<file path="src/rtl/alu_op44.sv">
// alu_op44: 8-bit, 8-function ALU with carry-in/carry-out and a registered output stage.
// The combinational result {c, r} is selected by op_sel and captured on every rising clk edge.
module alu_op44 (
  input  logic       clk,
  input  logic       rst_n,
  input  logic [7:0] Ain,
  input  logic [7:0] Bin,
  input  logic       Carryin,
  input  logic [2:0] op_sel,
  output logic       Carryout,
  output logic [7:0] alu_out
);

  typedef enum logic [2:0] {
    OP_ADC = 3'd0,
    OP_SUB = 3'd1,
    OP_AND = 3'd2,
    OP_OR  = 3'd3,
    OP_XOR = 3'd4,
    OP_NOT = 3'd5,
    OP_SHL = 3'd6,
    OP_SHR = 3'd7
  } op_e;

  op_e        op;
  logic [7:0] alu_out_d, alu_out_q;
  logic       carry_d,   carry_q;
  logic [8:0] sum;
  logic [8:0] diff;

  assign op = op_e'(op_sel);

  // The borrow of an unsigned subtract is bit 8 of the 9-bit difference.
  assign sum  = {1'b0, Ain} + {1'b0, Bin} + {8'd0, Carryin};
  assign diff = {1'b0, Ain} - {1'b0, Bin};

  always_comb begin
    // NOTE: defaults first so every path assigns every output and no latch is inferred.
    alu_out_d = 8'h00;
    carry_d   = 1'b0;
    unique case (op)
      OP_ADC: {carry_d, alu_out_d} = sum;
      OP_SUB: {carry_d, alu_out_d} = diff;
      OP_AND: alu_out_d = Ain & Bin;
      OP_OR:  alu_out_d = Ain | Bin;
      OP_XOR: alu_out_d = Ain ^ Bin;
      OP_NOT: alu_out_d = ~Ain;
      OP_SHL: {carry_d, alu_out_d} = {Ain, Carryin};
      OP_SHR: {alu_out_d, carry_d} = {Carryin, Ain};
      default: ;
    endcase
  end

  // NOTE: sequential state uses non-blocking assignments so all flops update from pre-edge values.
  always_ff @(posedge clk or negedge rst_n) begin
    if (!rst_n) begin
      alu_out_q <= 8'h00;
      carry_q   <= 1'b0;
    end else begin
      alu_out_q <= alu_out_d;
      carry_q   <= carry_d;
    end
  end

  assign alu_out  = alu_out_q;
  assign Carryout = carry_q;

endmodule

</file>
<file path="config.mk">
export PLATFORM = sky130hd
export DESIGN_NAME = alu_op44
export DESIGN_NICKNAME = d
export VERILOG_FILES = /design/src/rtl/alu_op44.sv
export SDC_FILE = /design/constraint.sdc
export NUM_CORES = 1
export LEC_CHECK = 0
export CAP_MARGIN = 20
export CORE_MARGIN = 3
export CORE_UTILIZATION = 59
export CTS_BUF_LIST = sky130_fd_sc_hd__clkbuf_8
export DETAILED_ROUTE_END_ITERATION = 12
export PLACE_DENSITY = 0.89
export SETUP_SLACK_MARGIN = 0.2
export SYNTH_ARGS = -nofsm -noshare
export SYNTH_HDL_FRONTEND = slang
export SYNTH_SLANG_ARGS = --single-unit
export TNS_END_PERCENT = 10
</file>
<file path="constraint.sdc">
create_clock -name clk -period 1.2 [get_ports clk]
set_input_delay 0.24 -clock clk [delete_from_list [all_inputs] [get_ports clk]]
set_output_delay 0.24 -clock clk [all_outputs]
set_load 0.05 [all_outputs]
</file>
==> impl_metrics.py, run 1 <==
metrics = {
    "floorplanning": {
        "initial_core_util_pct": 65.3,
        "die_h_um": 59.5,
        "rows": 18,
        "ios": 31,
        "die_w_um": 59.5,
    },
    "placement": {
        "io_buffers": 30,
        "dp_hpwl_mm": 6.54,
        "place_congestion": 0.963,
    },
    "outcome": {
        "lastStage": "detailed placement",
        "status": "did not finish",
        "error": "[ERROR DPL-0033] detailed placement checks failed during check placement.",
    },
    "synth": {
        "synth_edf_count": 0,
        "yosys_warnings": 0,
        "synth-seq-cells": 9,
        "synthFlopType": "dfrtp_1",
        "synth.yosys.seq_area_share_pct": 13.3,
        "syn_avg_cell_area_um2": 8.17,
        "syn_inst": 207,
        "syn_area_um2": 1690,
        "synth_commonest_cells": "24 x ha_1, 24 x inv_1, 16 x nand2_1, 16 x nor2_1",
        "syn_nets": 256,
        "ys_types": 53,
        "synthTopCellsByArea": "ha_1 18%, dfrtp_1 13%, mux4_2 6.7%, inv_1 5.3%, mux2i_1 4.7%",
        "netlist.area_leader.share_pct": 17.8,
        "async_reset_ff_share_pct": 100,
        "synth_top_area_cell": "ha_1",
    },
}
cells by family after synthesis:
kind of cell	synth area share, %
multiplexers	12.7
flip-flops	13.3
buffers and inverters	9.69
AND/OR/NAND/NOR	16.3
XOR/XNOR	2.07
AO/OA/AOI/OAI	24.6
adder cells (fa/ha/maj)	21.3
per-stage QoR:
stage | TNS, ns | std cells | cell area [µm²] | worst slack [ns]
floorplan | -4.16 | 207 | 1700 | -0.599
global placement | -9.66 | 315 | 2530 | -1.17
==> run 2, diff against run 1 <==
--- a/config.mk
+++ b/config.mk
@@ -7,11 +7,9 @@
 export LEC_CHECK = 0
 export CAP_MARGIN = 20
 export CORE_MARGIN = 3
-export CORE_UTILIZATION = 59
-export CTS_BUF_LIST = sky130_fd_sc_hd__clkbuf_8
+export CORE_UTILIZATION = 40
 export DETAILED_ROUTE_END_ITERATION = 12
-export PLACE_DENSITY = 0.89
-export SETUP_SLACK_MARGIN = 0.2
+export PLACE_DENSITY_LB_ADDON = 0.15
 export SYNTH_ARGS = -nofsm -noshare
 export SYNTH_HDL_FRONTEND = slang
 export SYNTH_SLANG_ARGS = --single-unit
==> run 2 against run 1 <==
Compared with the run above:
- the flow now finishes, with violations (negative setup slack)
- synthesized cell count unchanged
- area after synthesis stayed put
==> impl_metrics.py, run 2 <==
metrics = {
    "outcome": {
        "status": "finished, violations left",
        "violations": "negative setup slack",
    },
    "synth": {
        "synthFlopType": "dfrtp_1",
        "syn_avg_cell_area_um2": 8.17,
        "syn_area_um2": 1690,
        "syn_nets": 256,
        "synth_commonest_cells": "24 x ha_1, 24 x inv_1, 16 x nand2_1, 16 x nor2_1",
        "syn_inst": 207,
        "ys_types": 53,
        "synth_top_area_cell": "ha_1",
        "netlist.area_leader.share_pct": 17.8,
        "synth_edf_count": 0,
        "yosys_warnings": 0,
        "synthTopCellsByArea": "ha_1 18%, dfrtp_1 13%, mux4_2 6.7%, inv_1 5.3%, mux2i_1 4.7%",
        "synth-seq-cells": 9,
        "synth.yosys.seq_area_share_pct": 13.3,
        "async_reset_ff_share_pct": 100,
    },
    "setup_path": {
        "start_kind": "primary input",
        "critPathRequiredTime_ns": 1.34,
        "critPathKind": "primary input to flop",
        "cpPeakStageDelay_ns": 0.37,
        "worstPathCellList": "buf_8 -> inv_6 -> fa_2 -> inv_2 -> fa_2 -> a21oi_4 -> o21ai_2 -> o211a_1 -> o31a_1 -> o31ai_1",
        "cp_slowest_cell": "fa_2",
        "crit_fanout": 3,
        "arrival_ns": 1.95,
        "cpMostUsedCell": "fa_2",
        "end_kind": "flop",
    },
    "placement": {
        "dp_cells": 345,
        "dp_hpwl_mm": 4.08,
        "dp_slack_ns": -1.26,
        "io_buffers": 30,
        "place_congestion": 0.906,
        "placed_area_um2": 2620,
    },
    "finish": {
        "final_cell_area_um2": 3000,
        "area_growth_pct": 77.3,
        "largest_reg_flops": 8,
        "nFillCells": 287,
        "multiInputGateArea_um2": 1540,
        "nets": 359,
        "regArea_um2": 225,
        "antennaDiodeCount": 0,
        "post-route-util_pct": 74.4,
        "layout_commonest_cell": "buf_4",
        "layout_common_cells": "75 x buf_4, 16 x nand2_1, 15 x nor2_1, 13 x inv_2, 12 x ha_1",
        "final_cells": 359,
        "drive_gt1_share_pct": 50.2,
    },
    "floorplanning": {
        "die_h_um": 71.0,
        "dieArea_um2": 5050,
        "core_um2": 4030,
        "initial_core_util_pct": 42.0,
        "die_w_um": 71.0,
        "rows": 23,
        "ios": 31,
    },
    "grt": {
        "grt_overflow": 0,
        "grt_usage_pct": 22.5,
        "grt_pass1_vias": 1984,
        "grt_max_degree": 15,
        "grt_pass1_wl_mm": 9.20,
        "antenna_found_initial": 0,
    },
    "timing": {
        "hold_ws_ns": 0.318,
        "setup_tns_ns": -4.59,
        "rsz0062_at_grt": "true",
        "fin_crit_sh_pct": 150,
        "period_needed_ns": 1.80,
        "setup_slack_ns": -0.604,
        "hold_violations": 0,
        "setup_viol": 9,
        "max_slew_margin_pct": 70.1,
        "drv_slew": 0,
        "max_freq_mhz": 554,
        "worst_slew_pin_slew_ns": 0.447,
    },
    "clock_network": {
        "numCtsBuffers": 3,
        "cts_tree": "built",
        "cts_hold_buffers": 0,
        "htree_levels": 1,
        "clock_sinks": 9,
        "path_clk_slew_ns": 0.05,
        "clock-root-buffer": "clkbuf_8",
        "clock_path_buffers": 2,
    },
    "routing": {
        "wire_per_inst_um": 15.7,
        "viasPerCell": 5.44,
        "drt-initial-drc-count": 133,
        "vias": 1954,
        "drt_pass1_iterations": 4,
        "wirelength_mm": 5.62,
        "detail-route-antenna-nets": 0,
        "drc_errors": 0,
    },
    "pwr": {
        "leakagePower_nw": 1.42,
        "ir_drop_mv": 0.349,
        "total_power_mw": 2.18,
        "powerDensity_nw_per_um2": 728,
    },
    "job": {
        "maxCapViolations": 0,
    },
    "hold_path": {
        "hp-class": "primary input to asynchronous set/reset pin",
    },
}
-- run 2: cell counts after synthesis --
Identical to the previous run, type by type.
-- run 2: where the power goes --
part | leakage, nW | switching [mW] | internal [mW]
combinational | 1.29 | 0.689 | 0.749
clock | 0.0228 | 0.130 | 0.232
sequential | 0.109 | 0.0353 | 0.347
-- run 2: final timing paths --
path,from,end,depth (start not counted)
hold / removal,rst_n,alu_out[7],1
setup / recovery,Bin[0],alu_out[6],10
min in group clk,Ain[5],alu_out[6],5
max in group asynchronous,rst_n,alu_out[2],1
-- run 2: cell families after synthesis --
kind of cell | after synthesis | synth area share, %
buffers and inverters | 38 | 9.69
AOI/OAI and AO/OA | 57 | 24.6
adders and majority gates | 27 | 21.3
DFF | 9 | 13.3
muxes | 15 | 12.7
xor gates and xnor gates | 4 | 2.07
and+or+nand+nor | 57 | 16.3
-- run 2: critical path: cells and delay by family --
kind / cells / cell delay [ns]
AO/OA/AOI/OAI: 5 / 0.92
adder cells (fa/ha/maj): 2 / 0.58
buffers and inverters: 3 / 0.20
-- run 2: cell type report --
type,instances,share of cell area (%)
inverters,26,3.50
flip-flops and latches,9,7.51
repair buffers,110,34.1
multi-input cells,160,51.3
well taps,50,2.09
clock buffers,4,1.50
-- run 2: metal layers --
metal / GRT usage, % / up-vias / share of wire (%)
li1: - / 941 / -
met1: 28.7 / 927 / 42
met2: 38.8 / 71 / 50
met3: 2.70 / 15 / 5.4
met4: 8.56 / 0 / 2.2
met5: 0 / - / 0
-- run 2: timing repair --
| action | in CTS | in global routing |
|---|---|---|
| setup buffers | 10 | 0 |
| resized for setup | 80 | 16 |
| pin swaps | 20 | 12 |
| cloned | 0 | 0 |
| setup endpoints to repair | 9 | 9 |
No activity file was read; power rests on OpenSTA's default activity.
